[src/rtl/cla_pipe_addsub.sv]
// Two-stage pipelined carry-lookahead adder/subtractor with valid/ready on both sides.
// Define CLA_SUB_EN to enable subtraction (sub=1 computes a-b); otherwise sub is ignored.
module cla_pipe_addsub #(
   parameter int WIDTH = 64
) (
   input  logic             clk,
   input  logic             rst,
   input  logic             in_valid,
   output logic             in_ready,
   input  logic [WIDTH-1:0] a,
   input  logic [WIDTH-1:0] b,
   input  logic             cin,
   input  logic             sub,
   output logic             out_valid,
   input  logic             out_ready,
   output logic [WIDTH-1:0] sum,
   output logic             cout,
   output logic             ovf
);

   localparam int NG = WIDTH / 4;        // 4-bit lookahead groups
   localparam int NB = (NG + 15) / 16;   // 16-group lookahead blocks

   // Carry into position n of a 16-wide generate/propagate vector, as a flat
   // sum of products rather than a chain.
   function automatic logic la_carry(input logic [15:0] gv, input logic [15:0] pv,
                                     input logic ci, input int n);
      logic c;
      logic pr;
      c  = 1'b0;
      pr = 1'b1;
      for (int j = 15; j >= 0; j--) begin
         if (j < n) begin
            c  = c | (pr & gv[j]);
            pr = pr & pv[j];
         end
      end
      return c | (pr & ci);
   endfunction

   // ---------------- stage 1: operand conditioning and group P/G ----------
   logic [WIDTH-1:0] b_eff;
   logic             c0_eff;

`ifdef CLA_SUB_EN
   assign b_eff  = sub ? ~b : b;
   assign c0_eff = sub | cin;
`else
   logic unused_sub;
   assign b_eff      = b;
   assign c0_eff     = cin;
   assign unused_sub = sub;
`endif

   logic [WIDTH-1:0] p_in, g_in;
   logic [NG-1:0]    pg_in, gg_in;

   assign p_in = a ^ b_eff;
   assign g_in = a & b_eff;

   // NOTE: every variable driven in always_comb gets a value on every path,
   // otherwise synthesis infers a latch.
   always_comb begin
      pg_in = '0;
      gg_in = '0;
      for (int k = 0; k < NG; k++) begin
         pg_in[k] = &p_in[4*k +: 4];
         gg_in[k] = g_in[4*k+3]
                  | (p_in[4*k+3] & g_in[4*k+2])
                  | (p_in[4*k+3] & p_in[4*k+2] & g_in[4*k+1])
                  | (p_in[4*k+3] & p_in[4*k+2] & p_in[4*k+1] & g_in[4*k]);
      end
   end

   logic             s1_valid, s2_valid;
   logic             s1_en, s2_en;
   logic [WIDTH-1:0] s1_p, s1_g;
   logic [NG-1:0]    s1_pg, s1_gg;
   logic             s1_c0;

   assign s2_en     = !s2_valid | out_ready;
   assign s1_en     = !s1_valid | s2_en;
   assign in_ready  = s1_en;
   assign out_valid = s2_valid;

   // NOTE: sequential state uses non-blocking assignments only. Data registers
   // are reset as well because a cleared sum/cout/ovf is visible at the output.
   always_ff @(posedge clk or posedge rst) begin
      if (rst) begin
         s1_valid <= 1'b0;
         s1_p     <= '0;
         s1_g     <= '0;
         s1_pg    <= '0;
         s1_gg    <= '0;
         s1_c0    <= 1'b0;
      end else if (s1_en) begin
         s1_valid <= in_valid;
         if (in_valid) begin
            s1_p  <= p_in;
            s1_g  <= g_in;
            s1_pg <= pg_in;
            s1_gg <= gg_in;
            s1_c0 <= c0_eff;
         end
      end
   end

   // ---------------- stage 2: carry resolution and sum -------------------
   logic [NB*16-1:0] pg_pad, gg_pad, grp_c;
   logic [15:0]      blk_g, blk_p;
   logic             blk_cin, cur;
   logic [WIDTH:0]   carry;
   logic [WIDTH-1:0] sum_d;
   logic             cout_d, ovf_d;

   always_comb begin
      // Padding groups propagate and never generate, so they are transparent.
      pg_pad           = '1;
      gg_pad           = '0;
      pg_pad[NG-1:0]   = s1_pg;
      gg_pad[NG-1:0]   = s1_gg;
      blk_g            = '0;
      blk_p            = '1;
      blk_cin          = 1'b0;
      grp_c            = '0;
      for (int k = 0; k < NB; k++) begin
         blk_g[k] = la_carry(gg_pad[16*k +: 16], pg_pad[16*k +: 16], 1'b0, 16);
         blk_p[k] = &pg_pad[16*k +: 16];
      end
      for (int k = 0; k < NB; k++) begin
         blk_cin = la_carry(blk_g, blk_p, s1_c0, k);
         for (int j = 0; j < 16; j++)
            grp_c[16*k+j] = la_carry(gg_pad[16*k +: 16], pg_pad[16*k +: 16], blk_cin, j);
      end
      // Inside each group the carry ripples from the group carry-in.
      carry = '0;
      cur   = 1'b0;
      for (int i = 0; i < WIDTH; i++) begin
         if (i % 4 == 0) cur = grp_c[i/4];
         carry[i] = cur;
         cur      = s1_g[i] | (s1_p[i] & cur);
      end
      carry[WIDTH] = cur;
      sum_d  = s1_p ^ carry[WIDTH-1:0];
      cout_d = carry[WIDTH];
      ovf_d  = carry[WIDTH] ^ carry[WIDTH-1];
   end

   always_ff @(posedge clk or posedge rst) begin
      if (rst) begin
         s2_valid <= 1'b0;
         sum      <= '0;
         cout     <= 1'b0;
         ovf      <= 1'b0;
      end else if (s2_en) begin
         s2_valid <= s1_valid;
         if (s1_valid) begin
            sum  <= sum_d;
            cout <= cout_d;
            ovf  <= ovf_d;
         end
      end
   end

endmodule

[config.mk]
export PLATFORM = sky130hd
export DESIGN_NAME = cla_pipe_addsub
export DESIGN_NICKNAME = d
export VERILOG_FILES = /design/src/rtl/cla_pipe_addsub.sv
export SDC_FILE = /design/constraint.sdc
export NUM_CORES = 1
export LEC_CHECK = 0
export BUFFER_PORTS_ARGS = -buffer_cell sky130_fd_sc_hd__buf_2
export CORE_ASPECT_RATIO = 1.5
export CORE_MARGIN = 8
export CORE_UTILIZATION = 54
export DETAILED_ROUTE_END_ITERATION = 7
export PLACE_DENSITY = 0.74
export SYNTH_ARGS = -nofsm -noshare
export SYNTH_HDL_FRONTEND = slang
export SYNTH_SLANG_ARGS = --single-unit
[constraint.sdc]
create_clock -name clk -period 15.85 [get_ports clk]
set_input_delay 1.585 -clock clk [delete_from_list [all_inputs] [get_ports clk]]
set_output_delay 1.585 -clock clk [all_outputs]
set_load 0.1 [all_outputs]
# ---- After elaboration in Yosys (flattened, before gate mapping)
# Index checks and enable logic that the tools add are counted.
dict set report word_totals {
  ff_bits 227
  elab_cells 598
  input_bits 134
}
dict set report classes {
  n_reduce_logical 19
  n_bitwise 569
}
# cell n
set op_table {}
lappend op_table {{bitwise AND 1 bit} 349}
lappend op_table {{OR 1 bit} 216}
lappend op_table {{XOR 64 bit} 2}
lappend op_table {{bitwise AND 64 bit} 1}
lappend op_table {{AND reduction 4 bit} 15}
lappend op_table {{AND reduction 2 bit} 2}
lappend op_table {{zero test 1 bit} 2}
lappend op_table {{XOR 1 bit} 1}

# ---- Logic depth before layout (Yosys ltp)
# Gate-level depths: netlist of run 1.
dict set report logic_depth {
  ltp_word 25
  mapped_depth 15
}

# ---- Worst setup path before layout of run 1
# Ideal clock, no wire load.
dict set report synth_timing {
  kind {in2out}
  startpoint {input port out_ready}
  endpoint {output port in_ready}
  arrival_ps 2412
  stages 1
  path_buffers 0
  slack_ps 11853
  cell_sequence {nand3b_1}
}
dict set report synth_via {
  elab_chain_len 2
}
# element line
set synth_lines {}
lappend synth_lines {{start: declaration} 15} ;# input logic out_ready,
lappend synth_lines {{OR 1 bit} 81} ;# assign s2_en = !s2_valid | out_ready;
lappend synth_lines {{OR 1 bit} 82} ;# assign s1_en = !s1_valid | s2_en;
lappend synth_lines {{end: declaration} 9} ;# output logic in_ready,
# No other way between the ends.

# ---- Worst setup path after layout of run 1
# Same ends and word-level chain as after synthesis.

==> results of run 1 <==
where the power goes:
part	total [mW]	internal [mW]	switching, mW
Sequential	0.751	0.678	0.0734
Clock	0.483	0.278	0.205
Combinational	1.01	0.231	0.778
Total	2.24	1.19	1.06
path summary, 6_finish.rpt:
check                          start       end  slack, ns
hold / removal               sum[59]   sum[59]       0.48
setup reg to reg           pg_pad[6]       ovf      12.12
min in group asynchronous        rst  s1_g[22]       1.26
max in group asynchronous        rst  s1_p[28]      12.97
setup / recovery           out_ready  in_ready      11.96
hold reg to reg              sum[59]   sum[59]       0.48
routing by layer:
metal	share of wire (%)	routed length (um)	vias up
li1	-	-	3233
met1	41	8680	3265
met2	51	11000	148
met3	5.3	1130	40
met4	2.6	555	6
met5	0.16	35	-
area by class of cell:
cell class	count	area (um2)
multi-input combinational	549	4810
antenna	1	2.50
tap	256	320
clock buffer	30	629
clock inverter	7	48.8
inverter	3	18.8
sequential	212	5310
timing repair buffer	203	1020
fill	1568	6770
sequential cells by signal, summed over array words and instances, names as in the netlist:
signal,flops
pg_pad,15
s1_p,64
out_valid,1
gg_pad,15
s1_valid,1
ovf,1
blk_cin,1
sum,64
s1_g,49
cout,1
cell usage in the layout, fill, tap and decap left out, types with 2 or more instances in the layout:
cell,n
sky130_fd_sc_hd__a211oi_1,2
sky130_fd_sc_hd__a21o_1,39
sky130_fd_sc_hd__a21oi_1,22
sky130_fd_sc_hd__a221o_1,2
sky130_fd_sc_hd__buf_2,200
sky130_fd_sc_hd__buf_4,3
sky130_fd_sc_hd__clkbuf_1,2
sky130_fd_sc_hd__clkbuf_16,21
sky130_fd_sc_hd__clkbuf_8,7
sky130_fd_sc_hd__clkinv_2,3
sky130_fd_sc_hd__clkinv_4,2
sky130_fd_sc_hd__dfrtp_1,212
sky130_fd_sc_hd__ha_1,113
sky130_fd_sc_hd__inv_1,2
sky130_fd_sc_hd__mux2_2,164
sky130_fd_sc_hd__nand2_1,51
sky130_fd_sc_hd__nand2_4,2
sky130_fd_sc_hd__nand2b_1,5
sky130_fd_sc_hd__nand4_1,18
sky130_fd_sc_hd__nor2_1,21
sky130_fd_sc_hd__nor3_1,2
sky130_fd_sc_hd__o21ai_0,50
sky130_fd_sc_hd__or2_2,33
sky130_fd_sc_hd__xor2_1,15
logic make-up (layout without fill, tap and decap cells):
logic type               after synthesis  count (layout)  synth area share (%)
AND/OR/NAND/NOR                      137             137                  6.57
other                                  0               1                     0
multiplexers                         164             164                  18.0
AO/OA/AOI/OAI                        119             119                  7.03
flip-flops                           212             212                  51.7
adder cells (fa/ha/maj)              113             113                  13.8
buffers and inverters                 30             243                  1.62
XOR/XNOR                              16              16                  1.36
worst min-delay path, delay by kind of cell, from the launching register on:
family | cells | cell delay (ns)
DFF | 1 | 0.33
and+or+nand+nor | 1 | 0.05
AOI/OAI and AO/OA | 1 | 0.06
==> tab_implementation.tex, run 1 <==
\begin{tabular}{lr}
\hline
Metric & Value \\
\hline
\multicolumn{2}{l}{\textbf{STA}} \\
Tightest hold margin & 0.480 ns \\
Number of pins exceeding their max-slew limit in the final report & 0 \\
Worst rel slew slack & 29.1\% \\
Highest clock rate & 0.257 GHz \\
Final setup violation count & 0 \\
Shortest clock period the worst path allows after layout & 3.89 ns \\
Total negative slack for setup checks & 0 ns \\
Ratio of final minimum period to clock period & 24.6\% \\
Worst path setup slack after routing & 11.96 ns \\
Final-report hold violation count & 0 \\
RSZ-0062 raised after global routing & no \\
Final worst clock skew & 0.0104 ns \\
Transition time at the pin with the least slew margin & 1.06 ns \\
\multicolumn{2}{l}{\textbf{Worst setup path}} \\
WP depth & 3 \\
Worst Setup Start Kind & input pin \\
Crit-path leading delay family & buffers and inverters \\
Worst endpoint required time & 14.27 ns \\
Delay of the slowest critical-path stage & 0.46 ns \\
Series of cell instances along the critical path & buf\_2, nand3b\_1, buf\_2 \\
Peak fanout along the critical path & 3 \\
Critical path buffers and inverters & 2 \\
CP dominant cell by count & sky130\_fd\_sc\_hd\_\_buf\_2 \\
Critical Path Sink Type & output port \\
Arrival time at the worst endpoint & 2.31 ns \\
Worst-path cell with the longest stage delay & sky130\_fd\_sc\_hd\_\_buf\_2 \\
Cell count of the worst reg-to-reg path & 15 \\
Startpoint-to-endpoint class of the critical path & input pin to output port \\
\multicolumn{2}{l}{\textbf{Floorplan}} \\
Die outline height & 185 um \\
Ports & 202 \\
Site Rows & 62 \\
Horiz. Die Dim & 129 um \\
Initial core utilization & 54.3\% \\
Core Footprint & 0.0189 mm2 \\
Total Die Area & 0.0238 mm2 \\
\multicolumn{2}{l}{\textbf{Routing}} \\
First-pass detailed-route iteration total & 4 \\
DRT antenna net count & 0 \\
Routed WL per cell & 17.0 um \\
Drt first-iter violations & 270 \\
Final routed wirelength across all metal layers & 21400 um \\
Per-cell via count in the routed design & 5.31 \\
Vias after detailed routing & 6692 \\
Residual DRC count & 0 \\
\multicolumn{2}{l}{\textbf{Worst hold path}} \\
Instance count along the most critical hold path & 2 \\
Class of the tightest hold or removal check & register to register \\
\multicolumn{2}{l}{\textbf{Finish}} \\
Fraction of layout instances using a drive strength above 1 & 43.8\% \\
Final design instance area without fill & 0.0122 mm2 \\
Net count, final & 1237 \\
Signed area change from the synthesized netlist to the final layout & 18.4\% \\
Core utilization of the finished layout & 64.2\% \\
Non-filler instance count after layout & 1261 \\
\multicolumn{2}{l}{\textbf{Logic synthesis}} \\
Count of flip-flops with a built-in enable after synthesis & 0 \\
Syn nets & 1038 \\
Count of mapped cells out of synthesis & 791 \\
Fraction of synthesized cell area taken by the top area cell type & 51.7\% \\
Most instantiated flip-flop cell in the synthesis netlist & sky130\_fd\_sc\_hd\_\_dfrtp\_1 \\
Number of warnings reported in the yosys synthesis log & 0 \\
Library cell with the highest instance count after synthesis & sky130\_fd\_sc\_hd\_\_dfrtp\_1 \\
Area of the mapped netlist & 0.0103 mm2 \\
Mapped Avg Cell Area & 13.0 um2 \\
Post-synthesis sequential area ratio & 51.7\% \\
Leading post-synthesis cells by instance count & sky130\_fd\_sc\_hd\_\_dfrtp\_1, sky130\_fd\_sc\_hd\_\_mux2\_2, sky130\_fd\_sc\_hd\_\_ha\_1, sky130\_fd\_sc\_hd\_\_nand2\_1, sky130\_fd\_sc\_hd\_\_o21ai\_0 \\
Post-synthesis cell type with the largest combined area & sky130\_fd\_sc\_hd\_\_dfrtp\_1 \\
Unique cell type count in the Yosys netlist & 30 \\
Largest cells by area after synthesis & sky130\_fd\_sc\_hd\_\_dfrtp\_1, sky130\_fd\_sc\_hd\_\_mux2\_2, sky130\_fd\_sc\_hd\_\_ha\_1, sky130\_fd\_sc\_hd\_\_a21o\_1, sky130\_fd\_sc\_hd\_\_o21ai\_0 \\
Synth Register Bits & 212 \\
Async S/R FF share, synth & 100\% \\
\multicolumn{2}{l}{\textbf{GRT}} \\
GR met3 Demand/Resource & 3.72\% \\
Pin count of the biggest net entering global routing & 134 \\
Total Routing Usage GR & 18.2\% \\
Antenna violations before repair & 4 \\
Routing usage on met1 & 21.2\% \\
Met2 Usage GRT & 32.6\% \\
Grt ovf & 0 \\
Number of global-route vias before repair & 7337 \\
First-pass GRT wire length & 35300 um \\
Busiest metal layer after global routing & met2 \\
\multicolumn{2}{l}{\textbf{Place}} \\
\# placed instances & 1223 \\
Pre-CTS setup slack & 11.63 ns \\
Routability congestion estimate & 0.771 \\
Number of buffer cells added on primary ports & 200 \\
Standard cell area after detailed placement & 0.0115 mm2 \\
Estimated wirelength of the detail-placed design & 15800 um \\
\multicolumn{2}{l}{\textbf{Clock network}} \\
Buffer depth of the longest clock path & 3 \\
Clock-pin transition on the worst setup and hold timing paths & 0.06 ns \\
Latest clock arrival within the worst-skew pair & 0.48 ns \\
Root Driver & sky130\_fd\_sc\_hd\_\_clkbuf\_16 \\
CTS H-tree depth & 1 \\
Clock tree sinks & 212 \\
Setup bufs post-CTS & 0 \\
TritonCTS Buffers & 21 \\
TritonCTS clock tree & done \\
Hold Buf Count CTS & 0 \\
Number of instances resized during post-cts repair & 0 \\
\multicolumn{2}{l}{\textbf{Power and ir drop}} \\
Maximum resistive drop on vdd & 0.129 mV \\
Static leakage & 6.17 nW \\
Power Density & 184 mW/mm2 \\
Post-layout power & 2.24 mW \\
\multicolumn{2}{l}{\textbf{Job}} \\
Max-capacitance violation count & 0 \\
\multicolumn{2}{l}{\textbf{Run status}} \\
Outcome & finished clean \\
\hline
\end{tabular}
(Power assumes the default switching activity.)
==> inputs of run 2 (changes only) <==
CORE_UTILIZATION = 50   (was 54)
PLACE_DENSITY = 0.72   (was 0.74)
clock period = 3.4 ns   (was 15.85 ns; I/O delays follow)
==> tab_implementation.tex, run 2 (same netlist as run 1, synthesis figures left out) <==
\begin{tabular}{lr}
\hline
Metric & Value \\
\hline
\multicolumn{2}{l}{\textbf{Run status}} \\
Outcome & finished clean \\
\multicolumn{2}{l}{\textbf{Place}} \\
Pre-CTS setup slack & -0.0149 ns \\
Estimated wirelength of the detail-placed design & 16700 um \\
Standard cell area after detailed placement & 0.0117 mm2 \\
Routability congestion estimate & 0.781 \\
Number of buffer cells added on primary ports & 200 \\
\multicolumn{2}{l}{\textbf{Routing}} \\
Residual DRC count & 0 \\
Per-cell via count in the routed design & 5.28 \\
Drt first-iter violations & 281 \\
Final routed wirelength across all metal layers & 22200 um \\
Routed WL per cell & 17.4 um \\
DRT antenna net count & 0 \\
First-pass detailed-route iteration total & 4 \\
Vias after detailed routing & 6751 \\
\multicolumn{2}{l}{\textbf{Floorplan}} \\
Core Footprint & 0.0203 mm2 \\
Die outline height & 192 um \\
Horiz. Die Dim & 133 um \\
Total Die Area & 0.0255 mm2 \\
Initial core utilization & 50.7\% \\
Ports & 202 \\
Site Rows & 64 \\
\multicolumn{2}{l}{\textbf{STA}} \\
Ratio of final minimum period to clock period & 92.5\% \\
Final setup violation count & 0 \\
Final-report hold violation count & 0 \\
Tightest hold margin & 0.0239 ns \\
Transition time at the pin with the least slew margin & 0.863 ns \\
Worst rel slew slack & 42.3\% \\
Number of pins exceeding their max-slew limit in the final report & 0 \\
Worst path setup slack after routing & 0.254 ns \\
Highest clock rate & 0.318 GHz \\
Final worst clock skew & 0.00788 ns \\
RSZ-0062 raised after global routing & no \\
Shortest clock period the worst path allows after layout & 3.15 ns \\
\multicolumn{2}{l}{\textbf{GRT}} \\
First-pass GRT wire length & 36700 um \\
Number of global-route vias before repair & 7394 \\
Grt ovf & 0 \\
Pin count of the biggest net entering global routing & 83 \\
Antenna violations before repair & 0 \\
Total Routing Usage GR & 17.5\% \\
\multicolumn{2}{l}{\textbf{Clock network}} \\
Clock tree sinks & 212 \\
Clock-pin transition on the worst setup and hold timing paths & 0.06 ns \\
TritonCTS Buffers & 21 \\
Latest clock arrival within the worst-skew pair & 0.48 ns \\
Buffer depth of the longest clock path & 3 \\
Root Driver & sky130\_fd\_sc\_hd\_\_clkbuf\_16 \\
TritonCTS clock tree & done \\
CTS H-tree depth & 1 \\
\multicolumn{2}{l}{\textbf{Worst setup path}} \\
Peak fanout along the critical path & 6 \\
Series of cell instances along the critical path & buf\_4, nand3\_1, nand4\_1, a21o\_1, nor3\_2, a211oi\_1, ha\_1, or2\_2, ha\_1, or2\_2, ha\_1, or2\_4, ha\_4, nor2\_4, xnor2\_1, mux2\_2 \\
Delay of the slowest critical-path stage & 0.39 ns \\
Worst r2r src & pg\_pad[6] \\
Arrival time at the worst endpoint & 3.52 ns \\
Worst-path cell with the longest stage delay & sky130\_fd\_sc\_hd\_\_dfrtp\_1 \\
Worst endpoint required time & 3.77 ns \\
Crit-path leading delay family & simple AND/OR/NAND/NOR gates \\
Worst Setup Start Kind & register \\
Startpoint-to-endpoint class of the critical path & register to register \\
Critical path buffers and inverters & 1 \\
Worst Setup SP & pg\_pad[6] \\
Critical Path Sink Type & register \\
CP dominant cell by count & sky130\_fd\_sc\_hd\_\_ha\_1 \\
\multicolumn{2}{l}{\textbf{Power and ir drop}} \\
P\_sw & 4.92 mW \\
Static leakage & 6.24 nW \\
Net switching fraction of the power & 47.0\% \\
Part of the total power dissipated in combinational logic & 45.7\% \\
Internal Dissipation & 5.55 mW \\
Clock group share of total power & 20.8\% \\
Maximum resistive drop on vdd & 0.661 mV \\
Power Density & 849 mW/mm2 \\
Sequential power share & 33.6\% \\
\multicolumn{2}{l}{\textbf{Finish}} \\
Final design instance area without fill & 0.0123 mm2 \\
Most common library cell in the layout ignoring fill and taps & sky130\_fd\_sc\_hd\_\_dfrtp\_1 \\
Fraction of layout instances using a drive strength above 1 & 44.6\% \\
Leading cell types in the layout, fill and taps excluded & sky130\_fd\_sc\_hd\_\_dfrtp\_1, sky130\_fd\_sc\_hd\_\_buf\_2, sky130\_fd\_sc\_hd\_\_mux2\_2 \\
Signed area change from the synthesized netlist to the final layout & 20.2\% \\
Largest registers ranked by flip-flop count & s1\_p (64), sum (64), s1\_g (49) \\
Core utilization of the finished layout & 60.9\% \\
Number of inserted diodes & 0 \\
Net count, final & 1251 \\
Filler cell count & 1661 \\
\multicolumn{2}{l}{\textbf{Job}} \\
Max-capacitance violation count & 0 \\
\multicolumn{2}{l}{\textbf{Worst hold path}} \\
Class of the tightest hold or removal check & input pin to asynchronous set/reset pin \\
\hline
\end{tabular}
[run 2: cell types whose count changed in the layout (fill, tap and decap cells not counted), moves of 3 or more]
cell / before / now
sky130_fd_sc_hd__buf_4: 3 / 11
sky130_fd_sc_hd__buf_12: 0 / 6
sky130_fd_sc_hd__clkbuf_1: 2 / 6
sky130_fd_sc_hd__clkbuf_8: 7 / 3
sky130_fd_sc_hd__a21oi_1: 22 / 19
[run 2: final timing paths]
path / end / slack (ns) / cells past startpoint
min: sum[13] / 0.02 / 2
max: ovf / 0.25 / 16
min in group clk: s1_valid / 0.12 / 2
min reg2reg: sum[7] / 0.47 / 2
max in group asynchronous: s1_p[45] / 2.61 / 3
max reg2reg: ovf / 0.25 / 16
[run 2: routing by layer]
metal / global-route usage (%) / up-vias / routed length, um
met1: 20.8 / 3313 / 9210
met2: 31.6 / 146 / 11500
li1: - / 3258 / -
met5: 0 / - / 0
met4: 5.44 / 0 / 548
met3: 2.95 / 34 / 943
[run 2: metrics by stage]
step	total power, mW	setup TNS (ns)	std cells
6_report	10.5	0	1278
3_5_place_dp	8.37	-0.0149	1243
2_1_floorplan	7.39	0	791
3_3_place_gp	8.30	0	1243
5_1_grt	11.0	0	1278
4_1_cts	10.6	0	1276
[run 2: power groups by stage]
stage / registers [mW] / clock network (mW) / logic, mW
6_report: 3.52 / 2.18 / 4.78
3_5_place_dp: 3.56 / 0 / 4.81
4_1_cts: 3.52 / 2.23 / 4.82
3_3_place_gp: 3.53 / 0 / 4.77
5_1_grt: 3.60 / 2.33 / 5.03
2_1_floorplan: 6.24 / 0 / 1.15
[run 2: layout make-up]
cell class	count	area (um2)	area share (%)
clock inverters	3	40.0	0.324
inverters	3	15.0	0.122
repair buffers	217	1200	9.75
clock buffers	30	589	4.77
well taps	264	330	2.68
multi-input cells	549	4860	39.4
flip-flops and latches	212	5310	43.0
[run 2: timing repair]
action | 4_1_cts | 5_1_grt
hold buffers | 0 | 0
pin swaps | 1 | 5
endpoints found under the setup margin | 1 | 2
setup buffers | 0 | 2
gates resized for setup | 2 | 9
gates cloned | 0 | 0
==> inputs of run 3 (changes only) <==
CTS_CLUSTER_SIZE = 24   (was unset)
HOLD_SLACK_MARGIN = 0.05   (was unset)
TNS_END_PERCENT = 100   (was unset)
==> tab_implementation.tex, run 3 (same netlist as run 1, synthesis figures left out) <==
\begin{tabular}{lr}
\hline
Metric & Value \\
\hline
\multicolumn{2}{l}{\textbf{Run status}} \\
Outcome & finished clean \\
\multicolumn{2}{l}{\textbf{Worst setup path}} \\
Arrival time at the worst endpoint & 3.52 ns \\
Peak fanout along the critical path & 6 \\
Startpoint-to-endpoint class of the critical path & register to register \\
Critical Path Sink Type & register \\
Minimum setup slack among reg-to-reg paths & 0.25 ns \\
Worst endpoint required time & 3.77 ns \\
Worst Setup Start Kind & register \\
\multicolumn{2}{l}{\textbf{STA}} \\
Final-report hold violation count & 0 \\
Final setup violation count & 0 \\
Number of pins exceeding their max-slew limit in the final report & 0 \\
Highest clock rate & 0.317 GHz \\
Worst rel slew slack & 42.4\% \\
RSZ-0062 raised after global routing & no \\
Final worst clock skew & 0.00834 ns \\
Ratio of final minimum period to clock period & 92.7\% \\
Shortest clock period the worst path allows after layout & 3.15 ns \\
Transition time at the pin with the least slew margin & 0.862 ns \\
\multicolumn{2}{l}{\textbf{Floorplan}} \\
Total Die Area & 0.0255 mm2 \\
Die outline height & 192 um \\
Core Footprint & 0.0203 mm2 \\
Horiz. Die Dim & 133 um \\
Ports & 202 \\
Initial core utilization & 50.7\% \\
Site Rows & 64 \\
\multicolumn{2}{l}{\textbf{Routing}} \\
Routed WL per cell & 17.3 um \\
Residual DRC count & 0 \\
Final routed wirelength across all metal layers & 22200 um \\
Vias after detailed routing & 6766 \\
Drt first-iter violations & 303 \\
First-pass detailed-route iteration total & 4 \\
Per-cell via count in the routed design & 5.29 \\
DRT antenna net count & 0 \\
\multicolumn{2}{l}{\textbf{Finish}} \\
Most common library cell in the layout ignoring fill and taps & sky130\_fd\_sc\_hd\_\_dfrtp\_1 \\
Signed area change from the synthesized netlist to the final layout & 20.3\% \\
Core utilization of the finished layout & 61.0\% \\
Largest registers ranked by flip-flop count & s1\_p (64), sum (64), s1\_g (49) \\
Number of inserted diodes & 0 \\
Leading cell types in the layout, fill and taps excluded & sky130\_fd\_sc\_hd\_\_dfrtp\_1, sky130\_fd\_sc\_hd\_\_buf\_2, sky130\_fd\_sc\_hd\_\_mux2\_2 \\
Final design instance area without fill & 0.0124 mm2 \\
Fraction of layout instances using a drive strength above 1 & 44.5\% \\
Net count, final & 1252 \\
\multicolumn{2}{l}{\textbf{GRT}} \\
Total Routing Usage GR & 17.5\% \\
Number of global-route vias before repair & 7394 \\
Pin count of the biggest net entering global routing & 83 \\
Antenna violations before repair & 0 \\
Grt ovf & 0 \\
First-pass GRT wire length & 36700 um \\
\multicolumn{2}{l}{\textbf{Power and ir drop}} \\
Clock group share of total power & 20.8\% \\
Power Density & 848 mW/mm2 \\
Static leakage & 6.24 nW \\
Sequential power share & 33.6\% \\
Part of the total power dissipated in combinational logic & 45.7\% \\
Net switching fraction of the power & 47.0\% \\
Post-layout power & 10.5 mW \\
Internal Dissipation & 5.55 mW \\
Maximum resistive drop on vdd & 0.661 mV \\
P\_sw & 4.92 mW \\
\multicolumn{2}{l}{\textbf{Job}} \\
Max-capacitance violation count & 0 \\
\multicolumn{2}{l}{\textbf{Clock network}} \\
Clock-pin transition on the worst setup and hold timing paths & 0.06 ns \\
Buffer depth of the longest clock path & 3 \\
CTS H-tree depth & 1 \\
TritonCTS clock tree & done \\
TritonCTS Buffers & 21 \\
Clock tree sinks & 212 \\
Latest clock arrival within the worst-skew pair & 0.48 ns \\
Root Driver & sky130\_fd\_sc\_hd\_\_clkbuf\_16 \\
\multicolumn{2}{l}{\textbf{Place}} \\
Number of buffer cells added on primary ports & 200 \\
Standard cell area after detailed placement & 0.0117 mm2 \\
Estimated wirelength of the detail-placed design & 16700 um \\
Routability congestion estimate & 0.781 \\
\multicolumn{2}{l}{\textbf{Worst hold path}} \\
Class of the tightest hold or removal check & input pin to register \\
\hline
\end{tabular}
[run 3: cell count changes in the layout (fill, tap and decap cells not counted)]
cell                            before  now
sky130_fd_sc_hd__dlygate4sd3_1       0    1
[run 3: power by group through the flow]
stage	Combinational (mW)	Clock [mW]	Sequential, mW
2_1_floorplan	1.15	0	6.24
3_3_place_gp	4.77	0	3.53
3_5_place_dp	4.81	0	3.56
4_1_cts	4.82	2.23	3.52
5_1_grt	5.04	2.33	3.60
6_report	4.78	2.18	3.52
[run 3: final cells by class]
cell class	instances	area [um2]
fillers	1660	7910
multi-input cells	549	4860
flip-flops and latches	212	5310
repair buffers	218	1210
clock inverters	3	40.0
clock buffers	30	589
inverters	3	15.0
well taps	264	330
[run 3: worst max-delay path: stages (launching register included)]
cell,delay [ns]
sky130_fd_sc_hd__dfrtp_1,0.39
sky130_fd_sc_hd__buf_4,0.16
sky130_fd_sc_hd__nand3_1,0.07
sky130_fd_sc_hd__nand4_1,0.12
sky130_fd_sc_hd__a21o_1,0.23
sky130_fd_sc_hd__nor3_2,0.11
sky130_fd_sc_hd__a211oi_1,0.07
sky130_fd_sc_hd__ha_1,0.18
sky130_fd_sc_hd__or2_2,0.27
sky130_fd_sc_hd__ha_1,0.17
sky130_fd_sc_hd__or2_2,0.27
sky130_fd_sc_hd__ha_1,0.18
sky130_fd_sc_hd__or2_4,0.25
sky130_fd_sc_hd__ha_4,0.16
sky130_fd_sc_hd__nor2_4,0.08
sky130_fd_sc_hd__xnor2_1,0.07
sky130_fd_sc_hd__mux2_2,0.26
[run 3: final timing paths]
path,start,endpoint,cells past startpoint
worst max register to register,pg_pad[6],ovf,16
max in group asynchronous,rst,s1_p[45],4
worst max-delay path,pg_pad[6],ovf,16
min in group asynchronous,rst,sum[13],3
worst min register to register,sum[7],sum[7],2
worst min-delay path,in_valid,s1_valid,2
[run 3: what timing repair did]
item,4_1_cts,5_1_grt
endpoints found under the hold margin,24,0
hold buffers,1,0
setup buffers,0,2
pin swaps,1,5
setup endpoints to repair,1,2
gates resized for setup,2,9
[run 3: through the flow]
step                hold WS [ns]  TNS, ns  cells  setup WS, ns
CTS                       0.0969        0   1277        0.0157
detailed placement         0.466  -0.0149   1243       -0.0149
global placement           0.457        0   1243        0.0117
global route               0.126        0   1279        0.0834
floorplan                  0.448        0    791         0.179
finish                     0.117        0   1279         0.249
[run 3: layer usage]
metal | GRT usage, % | wire length (um)
met1 | 20.8 | 9180
met2 | 31.6 | 11500
met3 | 2.95 | 958
met4 | 5.44 | 490
met5 | 0 | 0
